### src/rtl/fp_pkg.sv
// ---------------------------------------------------------------------------
// fp_pkg
// Shared constants for the serial sample loader and the floating-point
// converter that consumes its output. Both blocks size their sample paths
// from DATA_W, so a change of sample width stays consistent across them.
//   DATA_W    : sample width in bits (two's-complement)
//   CNT_W     : width of the loader's received-bit counter
//   ST_*      : loader FSM state encoding
//   LAST_BIT  : counter value while the final data bit is being received
//   FULL_CNT  : counter value once all data bits have been received
// ---------------------------------------------------------------------------
package fp_pkg;

  localparam int DATA_W = 12;
  localparam int CNT_W  = 4;

  localparam logic [1:0] ST_IDLE   = 2'd0;
  localparam logic [1:0] ST_SHIFT  = 2'd1;
  localparam logic [1:0] ST_PARITY = 2'd2;  // reachable only with PARITY_CHECK_EN
  localparam logic [1:0] ST_HOLD   = 2'd3;

  localparam logic [CNT_W-1:0] LAST_BIT = CNT_W'(DATA_W - 1);
  localparam logic [CNT_W-1:0] FULL_CNT = CNT_W'(DATA_W);

endpackage

### src/rtl/serial_sample_loader.sv
// ---------------------------------------------------------------------------
// serial_sample_loader
// Assembles an MSB-first serial bit stream into a DATA_W-bit two's-complement
// sample and presents it on a valid/ready output register.
//
// Ports
//   clk           in   rising-edge system clock
//   rst_n         in   asynchronous active-low reset
//   ser_start     in   one-cycle frame-start strobe (aborts a frame in flight)
//   ser_bit_valid in   qualifies ser_bit for one cycle
//   ser_bit       in   serial data, MSB first
//   d_out         out  assembled sample, stable while d_valid is high
//   d_valid       out  d_out holds an unconsumed sample
//   d_ready       in   consumer takes d_out when d_valid && d_ready
//   busy          out  high whenever the FSM is not in IDLE
//   frame_err     out  one-cycle pulse when a frame is discarded
//
// Build option
//   PARITY_CHECK_EN : when defined, every frame carries a trailing even-parity
//                     bit covering all 13 bits; a mismatch discards the word.
//                     When undefined, frames are exactly DATA_W bits.
// ---------------------------------------------------------------------------
module serial_sample_loader
  import fp_pkg::*;
(
  input  logic              clk,
  input  logic              rst_n,
  input  logic              ser_start,
  input  logic              ser_bit_valid,
  input  logic              ser_bit,
  output logic [DATA_W-1:0] d_out,
  output logic              d_valid,
  input  logic              d_ready,
  output logic              busy,
  output logic              frame_err
);

  logic [1:0]        state_q,     state_d;
  logic [CNT_W-1:0]  cnt_q,       cnt_d;
  logic [DATA_W-1:0] shreg_q,     shreg_d;
  logic [DATA_W-1:0] d_out_q,     d_out_d;
  logic              d_valid_q,   d_valid_d;
  logic              frame_err_q, frame_err_d;
`ifdef PARITY_CHECK_EN
  logic              par_q,       par_d;     // running XOR of the data bits
`endif

  logic [DATA_W-1:0] shifted_word;
  logic              complete_req;
  logic [DATA_W-1:0] complete_word;

  assign shifted_word = {shreg_q[DATA_W-2:0], ser_bit};

  // NOTE: every variable gets a default before the case statement so that no
  // path leaves it unassigned; otherwise synthesis would infer a latch.
  always_comb begin
    state_d       = state_q;
    cnt_d         = cnt_q;
    shreg_d       = shreg_q;
    d_out_d       = d_out_q;
    // The output register empties on a handshake unless a load below refills it.
    d_valid_d     = d_valid_q && !d_ready;
    frame_err_d   = 1'b0;
    complete_req  = 1'b0;
    complete_word = shreg_q;
`ifdef PARITY_CHECK_EN
    par_d         = par_q;
`endif

    case (state_q)
      ST_IDLE: begin
        if (ser_start) begin
          state_d = ST_SHIFT;
          cnt_d   = '0;
          shreg_d = '0;
`ifdef PARITY_CHECK_EN
          par_d   = 1'b0;
`endif
        end
      end

      ST_SHIFT: begin
        // ser_start wins over a coincident bit: the bit belongs to the
        // aborted frame and is dropped.
        if (ser_start) begin
          frame_err_d = 1'b1;
          cnt_d       = '0;
          shreg_d     = '0;
`ifdef PARITY_CHECK_EN
          par_d       = 1'b0;
`endif
        end else if (ser_bit_valid) begin
          shreg_d = shifted_word;
`ifdef PARITY_CHECK_EN
          par_d   = par_q ^ ser_bit;
`endif
          if (cnt_q == LAST_BIT) begin
            // Counter saturates at FULL_CNT; it is only cleared by a new start.
            cnt_d = FULL_CNT;
`ifdef PARITY_CHECK_EN
            state_d = ST_PARITY;
`else
            complete_req  = 1'b1;
            complete_word = shifted_word;
`endif
          end else begin
            cnt_d = cnt_q + 1'b1;
          end
        end
      end

`ifdef PARITY_CHECK_EN
      ST_PARITY: begin
        if (ser_start) begin
          state_d     = ST_SHIFT;
          frame_err_d = 1'b1;
          cnt_d       = '0;
          shreg_d     = '0;
          par_d       = 1'b0;
        end else if (ser_bit_valid) begin
          // Even parity: data XOR plus the parity bit must be zero.
          if (par_q ^ ser_bit) begin
            frame_err_d = 1'b1;
            state_d     = ST_IDLE;
          end else begin
            complete_req  = 1'b1;
            complete_word = shreg_q;
          end
        end
      end
`endif

      ST_HOLD: begin
        // The held word sits in shreg_q; it moves out once the register has
        // been observed empty, i.e. the cycle after the handshake.
        if (!d_valid_q) begin
          d_out_d   = shreg_q;
          d_valid_d = 1'b1;
          state_d   = ST_IDLE;
        end
      end

      default: state_d = ST_IDLE;
    endcase

    // A finished word loads straight into the output register if it is empty
    // or being emptied this edge; otherwise it waits in HOLD.
    if (complete_req) begin
      if (!d_valid_q || d_ready) begin
        d_out_d   = complete_word;
        d_valid_d = 1'b1;
        state_d   = ST_IDLE;
      end else begin
        shreg_d = complete_word;
        state_d = ST_HOLD;
      end
    end
  end

  // NOTE: sequential state uses non-blocking assignments so every flop samples
  // the pre-edge values of the others, independent of statement order.
  always_ff @(posedge clk or negedge rst_n) begin
    if (!rst_n) begin
      state_q     <= ST_IDLE;
      cnt_q       <= '0;
      shreg_q     <= '0;
      d_out_q     <= '0;
      d_valid_q   <= 1'b0;
      frame_err_q <= 1'b0;
`ifdef PARITY_CHECK_EN
      par_q       <= 1'b0;
`endif
    end else begin
      state_q     <= state_d;
      cnt_q       <= cnt_d;
      shreg_q     <= shreg_d;
      d_out_q     <= d_out_d;
      d_valid_q   <= d_valid_d;
      frame_err_q <= frame_err_d;
`ifdef PARITY_CHECK_EN
      par_q       <= par_d;
`endif
    end
  end

  assign d_out     = d_out_q;
  assign d_valid   = d_valid_q;
  assign frame_err = frame_err_q;
  assign busy      = (state_q != ST_IDLE);

endmodule

### config.mk
export PLATFORM = sky130hd
export DESIGN_NAME = serial_sample_loader
export DESIGN_NICKNAME = d
export VERILOG_FILES = /design/src/rtl/fp_pkg.sv /design/src/rtl/serial_sample_loader.sv
export SDC_FILE = /design/constraint.sdc
export NUM_CORES = 1
export LEC_CHECK = 0
export ABC_AREA = 0
export CORE_AREA = 5 5 66 68
export CTS_BUF_LIST = sky130_fd_sc_hd__clkbuf_8
export CTS_CLUSTER_DIAMETER = 30
export CTS_CLUSTER_SIZE = 10
export DETAILED_ROUTE_END_ITERATION = 10
export DIE_AREA = 0 0 71 73
export SLEW_MARGIN = 25
export SYNTH_ARGS = -nofsm -noshare
export SYNTH_HDL_FRONTEND = slang
export SYNTH_SLANG_ARGS = --single-unit
### constraint.sdc
create_clock -name clk -period 2.8 [get_ports clk]
set_input_delay 0.7 -clock clk [delete_from_list [all_inputs] [get_ports clk]]
set_output_delay 0.7 -clock clk [all_outputs]
set_load 0.05 [all_outputs]
# After elaboration in Yosys (flattened, before gate mapping)
# Index checks and enable logic that the tools add are counted.
# classes
addsub	1
n_eq_ne	8
n_mux	34
n_reduce_logical	9
# ops
cell	n
$mux W12	13
$pmux W12 S2	1
$mux W4	4
$mux W1	10
$ne A3 B3 Y1 const B	3
$mux W2	4
$pmux W4 S2	1
$pmux W2 S3	1
$reduce_and A3 Y1	2
$add A4 B1 Y4 const B	1
$eq A4 B4 Y1 const B	1
$ne A2 B2 Y1 const B	2
$reduce_bool A2 Y1	2
$eq A2 B1 Y1 const B	1
$eq A2 B2 Y1 const B	1
$logic_not A1 Y1	2
$logic_not A2 Y1	1
$logic_and A1 B1 Y1	1
$logic_or A1 B1 Y1	1
# word_totals
reg_bits	32
inputBits	6
output_inout_bits	15
elab_cells	58

# Logic depth before layout (Yosys ltp)
# depth
ltp_word	7
ltp_mapped	6
depth_no_buf	4

# Least setup slack after synthesis
# Ideal clock, no wire load.
# synth_timing
path_kind	register to register
startpoint	register d_valid_q (netlist: d_valid)
endpoint	register d_out_q[10] (netlist: d_out[10])
arrival_ns	1.596
t_required_ns	2.675
path_slack_ns	1.079
path_stages_with_launch	5
period_less_slack_ns	1.721
path_cell_list	dfrtp_1 > nand3b_4 > buf_6 > mux2_4 > mux2_4
# synth_between
elab_chain_len	4
elab_cells_between_ends	6
# synth_lines
item	line_no	rtl
start: declaration	serial_sample_loader.sv:42	logic d_valid_q, d_valid_d;
start signal: assignment	serial_sample_loader.sv:178	d_valid_q <= d_valid_d;
$mux W12 / $logic_not A1 Y1 (equally long branches)	serial_sample_loader.sv:136, serial_sample_loader.sv:149	
$mux W12 / $logic_or A1 B1 Y1 (equally long branches)	serial_sample_loader.sv:70, serial_sample_loader.sv:149	
$mux W12	serial_sample_loader.sv:149	if (!d_valid_q || d_ready) begin
$mux W12 (*)	serial_sample_loader.sv:148	if (complete_req) begin
named net d_out_d[10]	serial_sample_loader.sv:41	logic [DATA_W-1:0] d_out_q, d_out_d;
end signal: assignment	serial_sample_loader.sv:177	d_out_q <= d_out_d;
end: declaration	serial_sample_loader.sv:41	
# The timed path passes the listed nets; every way through them passes the cells marked *.
# A chain may end at the register's enable or synchronous reset.

# Worst setup path in the final report
# layout_timing
startpoint	register state_q[1]
endpoint	output port busy
# layout_between
elab_chain_len	1
# layout_lines
item	line_no	rtl
start: declaration	serial_sample_loader.sv:38	logic [1:0] state_q, state_d;
start signal: assignment	serial_sample_loader.sv:174	state_q <= state_d;
$reduce_bool A2 Y1	serial_sample_loader.sv:189	assign busy = (state_q != ST_IDLE);
end: declaration	serial_sample_loader.sv:34	output logic busy,
# Every way passes these cells.

==> impl_metrics.yaml <==
global_routing:
  antenna_found_initial: 0
  grt_pass1_vias: 947
  grt_first_pass_wirelength_um: 4581
  grt_use_total_pct: 11.65
  grt_max_degree: 33
  overflow: 0
die:
  pin_count: 21
  die_h_um: 73
  rows: 23
  die_width_um: 71
  coreArea_um2: 3799
  dieArea_um2: 5183
  start_util_pct: 40.35
timing:
  timing.fmax_ghz: 0.4010
  fin_hold_ws_ns: 0.4980
  setup-violations-final: 0
  maxSlewViolCount: 0
  setup_tns_ns: 0
  worst_pin_slew_ns: 0.6850
  hold_violations: 0
  slew-limit-headroom_pct: 53.67
  fin_ws_ns: 0.3064
  fin_skew_ns: 0.005378
  timing.final.crit_share_pct: 89.06
  rsz0062_at_grt: "no"
  period_needed_ns: 2.494
critical_path:
  critical-path-top-delay-family: "buffers and inverters"
  crit_start: "state_q[1]$_DFFE_PN0P_"
  crit_path_start_kind: "flip-flop"
  cp.buffers_inverters: 1
  r2r_start: "cnt_q[0]$_DFFE_PN0P_"
  arrival_ns: 1.79
  crit_required_ns: 2.10
  cp_num_cells: 2
  endpoint_kind: "output pin"
  setup.worst_path.end: "busy"
  crit_type: "flip-flop to output pin"
  critPathSlowestCell: "clkdlybuf4s50_1"
  path_cells: "or2_2 > clkdlybuf4s50_1"
  ff2ff_setup_slack_ns: 1.08
  critPathMaxFanout: 10
  rr_endpoint: "d_out[0]$_DFF_PN0_"
  reg2reg_depth: 5
  cpPeakStageDelay_ns: 0.70
synth:
  synthFlopType: "dfrtp_1"
  ys_seq_area_share_pct: 52.24
  ys_seq_elements: 32
  synth-edff-count: 0
  synthArstFlopShare_pct: 100.0
  synth.avg_cell_area_um2: 14.19
  synth_area_leader_cell: "dfrtp_1"
  syn_nets: 115
  synth_top_area_share_pct: 52.24
  netlist_instances: 108
  synthDistinctLibCells: 32
  yosys-top-cells-area: "dfrtp_1, mux2_4, a22o_1"
  syn_area_um2: 1533
  yosysWarnings: 0
final_layout:
  nNetsFinal: 138
  design_area_um2: 1868
  area_growth_pct: 21.88
  num_antenna_cells: 0
  layout-drive-gt1-share_pct: 30.30
routing:
  drc: 0
  via_count: 925
  viasPerCell: 5.082
  dr.pass1.iters: 4
  ant_nets: 0
  wirelength_um: 2701
  routedWlPerCell_um: 14.84
  drtIter0Drc: 17
pwr:
  ir_drop_v: 0.0003364
  p_per_area_nw_per_um2: 466.2
  leakagePower_nw: 0.9138
run:
  drv_cap: 0
clocking:
  cts_tree: "yes"
  ctsHtreeMaxLevel: 2
  cts_sinks: 32
  worstSkewPairLatency_ns: 0.28
  clock-root-buffer: "clkbuf_8"
  path_clk_slew_ns: 0.06
  clockBufferDepth: 2
  post-cts-setup-buffer-count: 0
  ctsHoldBuffers: 0
  cts_made_buffers: 5
  cts_resized: 0
placement:
  routabilityCongestion: 0.7209
  port_buffers: 20
  post-dp-hpwl_um: 1853
  place_area_um2: 1775
  pre_cts_ws_ns: 0.3933
hold_path:
  hold_start: "cnt_q[2]$_DFFE_PN0P_"
  hp-class: "flip-flop to flip-flop"
status:
  outcome: "completed"
worst min path at each step:
stage	slack, ns	depth (start not counted)	endpoint
6_report	0.50	1	cnt_q[2]$_DFFE_PN0P_
5_1_grt	0.54	1	cnt_q[2]$_DFFE_PN0P_
4_1_cts	0.51	1	cnt_q[2]$_DFFE_PN0P_
3_5_place_dp	0.49	1	shreg_q[11]$_DFF_PN0_
3_3_place_gp	0.48	1	cnt_q[2]$_DFFE_PN0P_
2_1_floorplan	0.40	0	cnt_q[0]$_DFFE_PN0P_
where the power goes:
part | leakage, nW | internal (mW) | total (mW) | switching (mW)
Combinational | 0.426 | 0.0182 | 0.0442 | 0.0260
Sequential | 0.437 | 0.467 | 0.472 | 0.00434
Clock | 0.0510 | 0.196 | 0.355 | 0.159
cell type report:
| cell class | instances | area (um2) |
|---|---|---|
| fillers | 343 | 1931 |
| flip-flops and latches | 32 | 800.8 |
| multi-input cells | 67 | 681.9 |
| well taps | 50 | 62.56 |
| repair buffers | 23 | 222.7 |
| clock buffers | 6 | 82.58 |
| clock inverters | 2 | 10.01 |
| inverters | 2 | 7.507 |
registers in the layout (all words and copies together), names as in the netlist:
| signal | count |
|---|---|
| d_out | 12 |
| shreg_q | 12 |
| cnt_q | 4 |
| state_q | 2 |
| d_valid | 1 |
| frame_err | 1 |
layer usage:
layer | track usage (%) | share of wire (%) | vias up
met1 | 13.84 | 45 | 465
met3 | 4.683 | 4.1 | 4
met4 | 5.637 | 1.9 | 0
met2 | 18.43 | 49 | 14
li1 | - | - | 442
met5 | 0 | 0 | -
placed cells by master (no fill, tap or decap), types with 2 or more instances in the layout:
cell type and instances:
dfrtp_1 32, clkdlybuf4s50_1 20, mux2_4 19, a22o_1 14, clkbuf_8 6, mux2_2 5
nor2_1 4, nand3_1 3, buf_4 3, nand2_1 2, inv_1 2, clkinv_2 2
metrics by stage:
stage | total power, mW | instances | utilization (%)
final | 0.8709 | 182 | 49.18
after global routing | 0.9139 | 182 | 49.18
after CTS | 0.8880 | 182 | 49.18
after detailed placement | 0.5258 | 174 | 46.74
after global placement | 0.5238 | 174 | 46.74
after floorplan | 0.5012 | 108 | -
kinds of logic after synthesis:
logic type | synth area share [%]
DFF | 52.25
buffers and inverters | 3.673
AOI/OAI and AO/OA | 11.51
adders and majority gates | 0.8162
muxes | 22.94
and+or+nand+nor | 8.818
Yosys cell counts, types with 2 or more instances:
| cell | count |
|---|---|
| a22o_1 | 14 |
| nand2_1 | 2 |
| dfrtp_1 | 32 |
| buf_6 | 2 |
| nor2_1 | 4 |
| nand3_1 | 3 |
| mux2_4 | 19 |
| buf_2 | 3 |
| mux2_2 | 5 |
| inv_1 | 2 |
No activity file was read; power rests on OpenSTA's default activity.
